===== src/rtl/pong_pkg.sv =====
// Shared Pong definitions: bounce codes from the collision checker, winner codes and the
// match FSM state encoding. Also used by the ball FSM and the score display.
package pong_pkg;

   // Bounce codes; goal preempts the others upstream, so only one code is present per clock.
   localparam logic [1:0] BNC_NONE   = 2'b00;
   localparam logic [1:0] BNC_PADDLE = 2'b01;
   localparam logic [1:0] BNC_WALL   = 2'b10;
   localparam logic [1:0] BNC_GOAL   = 2'b11;

   localparam logic [1:0] WINNER_NONE = 2'b00;
   localparam logic [1:0] WINNER_P1   = 2'b01;
   localparam logic [1:0] WINNER_P2   = 2'b10;

   typedef enum logic [2:0] {
      StIdle     = 3'd0,
      StServe    = 3'd1,
      StRally    = 3'd2,
      StPoint    = 3'd3,
      StGameOver = 3'd4
   } state_e;

   // 4-bit score increment that sticks at 15.
   function automatic logic [3:0] sat_inc(input logic [3:0] v);
      return (v == 4'hf) ? v : v + 4'd1;
   endfunction

endpackage


===== src/rtl/event_qualifier.sv =====
// Turns the per-clock bounce code into at most one contact event per distinct code.
// Ports:
//   clock, reset_n     system clock, asynchronous active-low reset
//   frame_tick_i       one-cycle frame strobe; events are only accepted on it
//   bounce_i           raw bounce code from the collision checker
//   goal_side_i        goal edge, meaningful with a goal code
//   code_o, side_o     registered code and goal side
//   accept_o           high on a frame tick whose code is non-zero and differs from the last frame
module event_qualifier
   import pong_pkg::*;
(
   input  logic       clock,
   input  logic       reset_n,
   input  logic       frame_tick_i,
   input  logic [1:0] bounce_i,
   input  logic       goal_side_i,
   output logic [1:0] code_o,
   output logic       side_o,
   output logic       accept_o
);

   logic [1:0] code_q;
   logic [1:0] prev_q;
   logic       side_q;

   always_ff @(posedge clock or negedge reset_n) begin
      if (!reset_n) begin
         code_q <= BNC_NONE;
         prev_q <= BNC_NONE;
         side_q <= 1'b0;
      end else begin
         code_q <= bounce_i;
         side_q <= goal_side_i;
         // Tracking per frame (not per clock) makes a code held over many frames one event.
         if (frame_tick_i) prev_q <= code_q;
      end
   end

   assign code_o   = code_q;
   assign side_o   = side_q;
   assign accept_o = frame_tick_i && (code_q != BNC_NONE) && (code_q != prev_q);

endmodule


===== src/rtl/match_controller.sv =====
// Pong match sequencer: serve delay, rally event handling, scoring and game-over timing.
// Ports:
//   clock, reset_n            system clock, asynchronous active-low reset
//   frame_tick, start         frame strobe, start button level (synchronised upstream)
//   bounce, goal_side         collision checker code and goal edge
//   ball_reset, ball_launch   ball FSM command pulses; serve_dir gives launch direction
//   reflect_x, reflect_y      velocity negate pulses for paddle and wall hits
//   score_p1, score_p2        scores; winner is the match result; state_dbg is the FSM state
module match_controller
   import pong_pkg::*;
#(
   parameter int unsigned WIN_SCORE    = 11,
   parameter int unsigned SERVE_FRAMES = 60,
   parameter int unsigned OVER_FRAMES  = 180
) (
   input  logic       clock,
   input  logic       reset_n,
   input  logic       frame_tick,
   input  logic       start,
   input  logic [1:0] bounce,
   input  logic       goal_side,
   output logic       ball_reset,
   output logic       ball_launch,
   output logic       serve_dir,
   output logic       reflect_x,
   output logic       reflect_y,
   output logic [3:0] score_p1,
   output logic [3:0] score_p2,
   output logic [1:0] winner,
   output logic [2:0] state_dbg
);

   localparam logic [7:0] SERVE_LAST = 8'(SERVE_FRAMES - 1);
   localparam logic [7:0] OVER_LAST  = 8'(OVER_FRAMES - 1);
   localparam logic [3:0] WIN4       = 4'(WIN_SCORE);

   state_e     state_q, state_d;
   logic [7:0] cnt_q, cnt_d;
   logic [3:0] score_p1_q, score_p1_d, score_p2_q, score_p2_d;
   logic [1:0] winner_q, winner_d;
   logic       serve_dir_q, serve_dir_d;
   logic       ball_reset_q, ball_reset_d, ball_launch_q, ball_launch_d;
   logic       reflect_x_q, reflect_x_d, reflect_y_q, reflect_y_d;
   logic       start_q, start_qq;
   logic [1:0] code;
   logic       side, accept, start_rise, scorer_p1;

   event_qualifier u_event_qualifier (
      .clock        (clock),
      .reset_n      (reset_n),
      .frame_tick_i (frame_tick),
      .bounce_i     (bounce),
      .goal_side_i  (goal_side),
      .code_o       (code),
      .side_o       (side),
      .accept_o     (accept)
   );

   // start is registered once, like bounce, so both paths share the same command latency.
   assign start_rise = start_q && !start_qq;
   // The loser serves, so serve_dir was set away from the scorer's launch side on the goal.
   assign scorer_p1  = !serve_dir_q;

   always_comb begin
      state_d       = state_q;
      cnt_d         = cnt_q;
      score_p1_d    = score_p1_q;
      score_p2_d    = score_p2_q;
      winner_d      = winner_q;
      serve_dir_d   = serve_dir_q;
      ball_reset_d  = 1'b0;
      ball_launch_d = 1'b0;
      reflect_x_d   = 1'b0;
      reflect_y_d   = 1'b0;

      unique case (state_q)
         StIdle: begin
            if (start_rise) begin
               score_p1_d   = 4'd0;
               score_p2_d   = 4'd0;
               winner_d     = WINNER_NONE;
               ball_reset_d = 1'b1;
               state_d      = StServe;
            end
         end
         StServe: begin
            if (frame_tick) begin
               if (cnt_q == SERVE_LAST) begin
                  ball_launch_d = 1'b1;
                  state_d       = StRally;
               end else begin
                  cnt_d = cnt_q + 8'd1;
               end
            end
         end
         StRally: begin
            if (accept) begin
               case (code)
                  BNC_PADDLE: reflect_x_d = 1'b1;
                  BNC_WALL:   reflect_y_d = 1'b1;
                  BNC_GOAL: begin
                     if (side) score_p1_d = sat_inc(score_p1_q);
                     else      score_p2_d = sat_inc(score_p2_q);
                     serve_dir_d = !side;
                     state_d     = StPoint;
                  end
                  default: ;
               endcase
            end
         end
         StPoint: begin
            ball_reset_d = 1'b1;
            if ((scorer_p1 ? score_p1_q : score_p2_q) == WIN4) begin
               winner_d = scorer_p1 ? WINNER_P1 : WINNER_P2;
               state_d  = StGameOver;
            end else begin
               state_d = StServe;
            end
         end
         StGameOver: begin
            if (frame_tick) begin
               if (cnt_q == OVER_LAST) state_d = StIdle;
               else                    cnt_d   = cnt_q + 8'd1;
            end
         end
         default: state_d = StIdle;
      endcase

      // A tick on the entry cycle is tick 0: the counter restarts on every transition.
      if (state_d != state_q) cnt_d = 8'd0;
   end

   always_ff @(posedge clock or negedge reset_n) begin
      if (!reset_n) begin
         state_q       <= StIdle;
         cnt_q         <= 8'd0;
         score_p1_q    <= 4'd0;
         score_p2_q    <= 4'd0;
         winner_q      <= WINNER_NONE;
         serve_dir_q   <= 1'b0;
         ball_reset_q  <= 1'b0;
         ball_launch_q <= 1'b0;
         reflect_x_q   <= 1'b0;
         reflect_y_q   <= 1'b0;
         start_q       <= 1'b0;
         start_qq      <= 1'b0;
      end else begin
         state_q       <= state_d;
         cnt_q         <= cnt_d;
         score_p1_q    <= score_p1_d;
         score_p2_q    <= score_p2_d;
         winner_q      <= winner_d;
         serve_dir_q   <= serve_dir_d;
         ball_reset_q  <= ball_reset_d;
         ball_launch_q <= ball_launch_d;
         reflect_x_q   <= reflect_x_d;
         reflect_y_q   <= reflect_y_d;
         start_q       <= start;
         start_qq      <= start_q;
      end
   end

   assign ball_reset  = ball_reset_q;
   assign ball_launch = ball_launch_q;
   assign serve_dir   = serve_dir_q;
   assign reflect_x   = reflect_x_q;
   assign reflect_y   = reflect_y_q;
   assign score_p1    = score_p1_q;
   assign score_p2    = score_p2_q;
   assign winner      = winner_q;
   assign state_dbg   = state_q;

endmodule

===== config.mk =====
export PLATFORM = sky130hd
export DESIGN_NAME = match_controller
export DESIGN_NICKNAME = d
export VERILOG_FILES = /design/src/rtl/pong_pkg.sv /design/src/rtl/event_qualifier.sv /design/src/rtl/match_controller.sv
export SDC_FILE = /design/constraint.sdc
export NUM_CORES = 1
export LEC_CHECK = 0
export BUFFER_PORTS_ARGS = -buffer_cell sky130_fd_sc_hd__buf_4
export CORE_UTILIZATION = 52
export CTS_BUF_LIST = sky130_fd_sc_hd__clkbuf_4
export CTS_CLUSTER_DIAMETER = 40
export CTS_CLUSTER_SIZE = 20
export DETAILED_ROUTE_END_ITERATION = 12
export PLACE_DENSITY = 0.77
export SLEW_MARGIN = 20
export SYNTH_ARGS = -nofsm -noshare
export SYNTH_HDL_FRONTEND = slang
export SYNTH_HIERARCHICAL = 1
export SYNTH_SLANG_ARGS = --single-unit

===== constraint.sdc =====
create_clock -name clock -period 1.61 [get_ports clock]
set_input_delay 0.0805 -clock clock [delete_from_list [all_inputs] [get_ports clock]]
set_output_delay 0.0805 -clock clock [all_outputs]
set_load 0.02 [all_outputs]

==> flow_summary.json <==
{
  "maxCapViolations": 0,
  "status": "finished, violations left",
  "cp-start-kind": "flop",
  "first_global_vias": 1528,
  "synth_cell_types": 47,
  "die_height_um": 58.1,
  "worstSkewPairLatency_ps": 330,
  "cp.arrival_ps": 1950,
  "ys_async_sr_fraction_pct": 100,
  "grt_pass1_wl_um": 6820,
  "syn_avg_cell_area_um2": 10.2,
  "setup_violations": 17,
  "rows": 19,
  "vias": 1545,
  "core_area_mm2": 0.00288,
  "fin_ws_ps": -113,
  "synth-xor-area-share_pct": 4.82,
  "yosys.area.top_type": "dfrtp_1",
  "drive_above_1_share_pct": 46.0,
  "numCtsBuffers": 5,
  "hold_ws_ps": 18.7,
  "criticalPathCategory": "flop to flop",
  "syn2layout_area_growth_pct": 46.5,
  "hp-class": "input port to flop",
  "min_period_ps": 1720,
  "yosysWarnings": 6,
  "drt-pass1-iter-count": 4,
  "cts_htree_levels": 2,
  "setup.worst_path.end_class": "flop",
  "antenna_found_initial": 0,
  "power_density_mw_per_mm2": 857,
  "synthSimpleGateAreaFrac_pct": 25.2,
  "io_buffers": 24,
  "grt-ovfl-total": 0,
  "initial_utilization_pct": 56.9,
  "hold_violations": 0,
  "grt_max_degree": 34,
  "ant_nets": 0,
  "ys_seq_area_share_pct": 50.5,
  "rsz0062_at_grt": "true",
  "yosysMostFrequentCell": "dfrtp_1",
  "clock_path_buffers": 2,
  "max_freq_mhz": 580,
  "clk_pin_slew_ps": 100,
  "violations": "setup timing",
  "synth_fp_nets": 170,
  "drc": 0,
  "wl_per_cell_um": 16.0,
  "syn_area_mm2": 0.00164,
  "synthMuxAreaShare_pct": 1.91,
  "ios": 25,
  "syn_inst": 160,
  "clock-sinks": 33,
  "period_share_pct": 107,
  "fin_total_pwr_mw": 2.05,
  "ir_drop_mv": 1.01,
  "crit_required_ps": 1830,
  "synth-edff-count": 0,
  "synthFlopType": "dfrtp_1",
  "synth_area_leaders": "dfrtp_1 (50%), nor2_1 (4.6%), xor2_1 (3.7%)",
  "tightest_slew_ps": 456,
  "skew_ps": 6.42,
  "synth_top_area_share_pct": 50.5,
  "synth_top_family_by_area": "simple AND/OR/NAND/NOR gates",
  "wirelength_um": 4290,
  "ys_top_cells_by_count": "dfrtp_1 (33), nor2_1 (20), nand2_1 (15)",
  "gp_congestion": 0.862,
  "diodes": 0,
  "drv_slew": 0,
  "slew_headroom_pct": 69.1,
  "cts_root_buffer": "clkbuf_4",
  "drtIter0Drc": 93,
  "p_leak_nw": 1.08,
  "die-area_mm2": 0.00337,
  "cts_tree": "built",
  "synthAdderAreaFrac_pct": 2.30,
  "vias_per_cell": 5.76,
  "fin_nets": 235,
  "worstPathMaxFanout": 5,
  "grt_use_total_pct": 27.2,
  "fill_cells": 164,
  "synth_compound_area_share_pct": 13.1,
  "die_w_um": 58.1,
  "dp_hpwl_um": 2730,
  "ys_ff_latch": 33
}
-- kinds of logic after synthesis --
family,after synthesis
and+or+nand+nor,74
DFF,33
adders and majority gates,3
muxes,3
xor gates and xnor gates,9
buffers and inverters,6
AOI/OAI and AO/OA,32
-- what timing repair did --
action                     in CTS  in global routing
hold endpoints to repair       37                  0
setup buffers                   5                  0
setup endpoints to repair      19                 18
hold buffers                    5                  0
pin swaps                       8                  9
resized for setup              19                 24
-- final timing paths --
check,to,depth (start not counted),start,slack (ps)
worst min register to register,start_qq,0,start_q,410
worst min-delay path,u_event_qualifier/prev_q[0],2,frame_tick,20
worst max register to register,winner[0],5,state_dbg[1],-110
min in group asynchronous,u_event_qualifier/side_o,2,reset_n,210
worst max-delay path,winner[0],5,state_dbg[1],-110
max in group asynchronous,state_dbg[2],2,reset_n,1070
-- per-stage QoR --
step | worst slack [ps] | utilization (%) | setup TNS [ps] | cells | cell area (µm²)
after floorplan | -167 | - | -619 | 160 | 1660
after global placement | -54.1 | 72.3 | -265 | 252 | 2080
after detailed placement | -119 | 72.3 | -1040 | 252 | 2080
after CTS | -53.4 | 80.0 | -220 | 268 | 2300
after global routing | -157 | 83.3 | -1990 | 268 | 2400
final | -113 | 83.3 | -829 | 268 | 2400
-- layout make-up --
cell class	instances	area (µm²)	area share (%)
Multi-Input combinational cell	121	942	39.3
Sequential cell	33	830	34.6
Timing Repair Buffer	62	485	20.3
Tap cell	42	52.6	2.19
Clock buffer	6	45.0	1.88
Clock inverter	2	33.8	1.41
Inverter	2	7.51	0.313
-- sequential cells by signal, summed over array words and instances, names as in the netlist --
signal,cells
ball_launch,1
u_event_qualifier/side_o,1
u_event_qualifier/code_o,2
serve_dir,1
score_p2,4
start_qq,1
score_p1,4
winner,2
reflect_x,1
reflect_y,1
start_q,1
cnt_q,8
state_dbg,3
ball_reset,1
u_event_qualifier/prev_q,2
-- power breakdown --
part / leakage (nW) / switching, mW / total, mW / internal, mW
logic: 0.601 / 0.250 / 0.488 / 0.238
clock network: 0.0433 / 0.275 / 0.615 / 0.340
registers: 0.432 / 0.0617 / 0.952 / 0.890
total: 1.08 / 0.586 / 2.05 / 1.47
-- per-layer routing --
metal | global-route usage [%] | share of wire, % | vias up
met5 | 0 | 0 | -
met4 | 10.2 | 2.7 | 0
met3 | 6.25 | 4.4 | 14
met2 | 49.4 | 52 | 49
met1 | 30.9 | 41 | 763
li1 | - | - | 719
-- critical path: stages (launching register included) --
cell	delay, ps
dfrtp_2	440
or3b_4	430
or3_4	410
nand2_4	100
o21ai_2	50
a32o_1	200
-- placed cells by master, fill, tap and decap left out, drive strengths merged, types with 5 or more instances in the layout --
master       Yosys  final
nor2            20     20
dlygate4sd3      0      5
xor2             7      7
nand4            7      7
nand2           15     15
a21oi            6      6
dfrtp           33     33
o21ai           11     11
clkbuf           1      6
buf              3     57
nand2b           6      6
No activity file was read; power rests on OpenSTA's default activity.
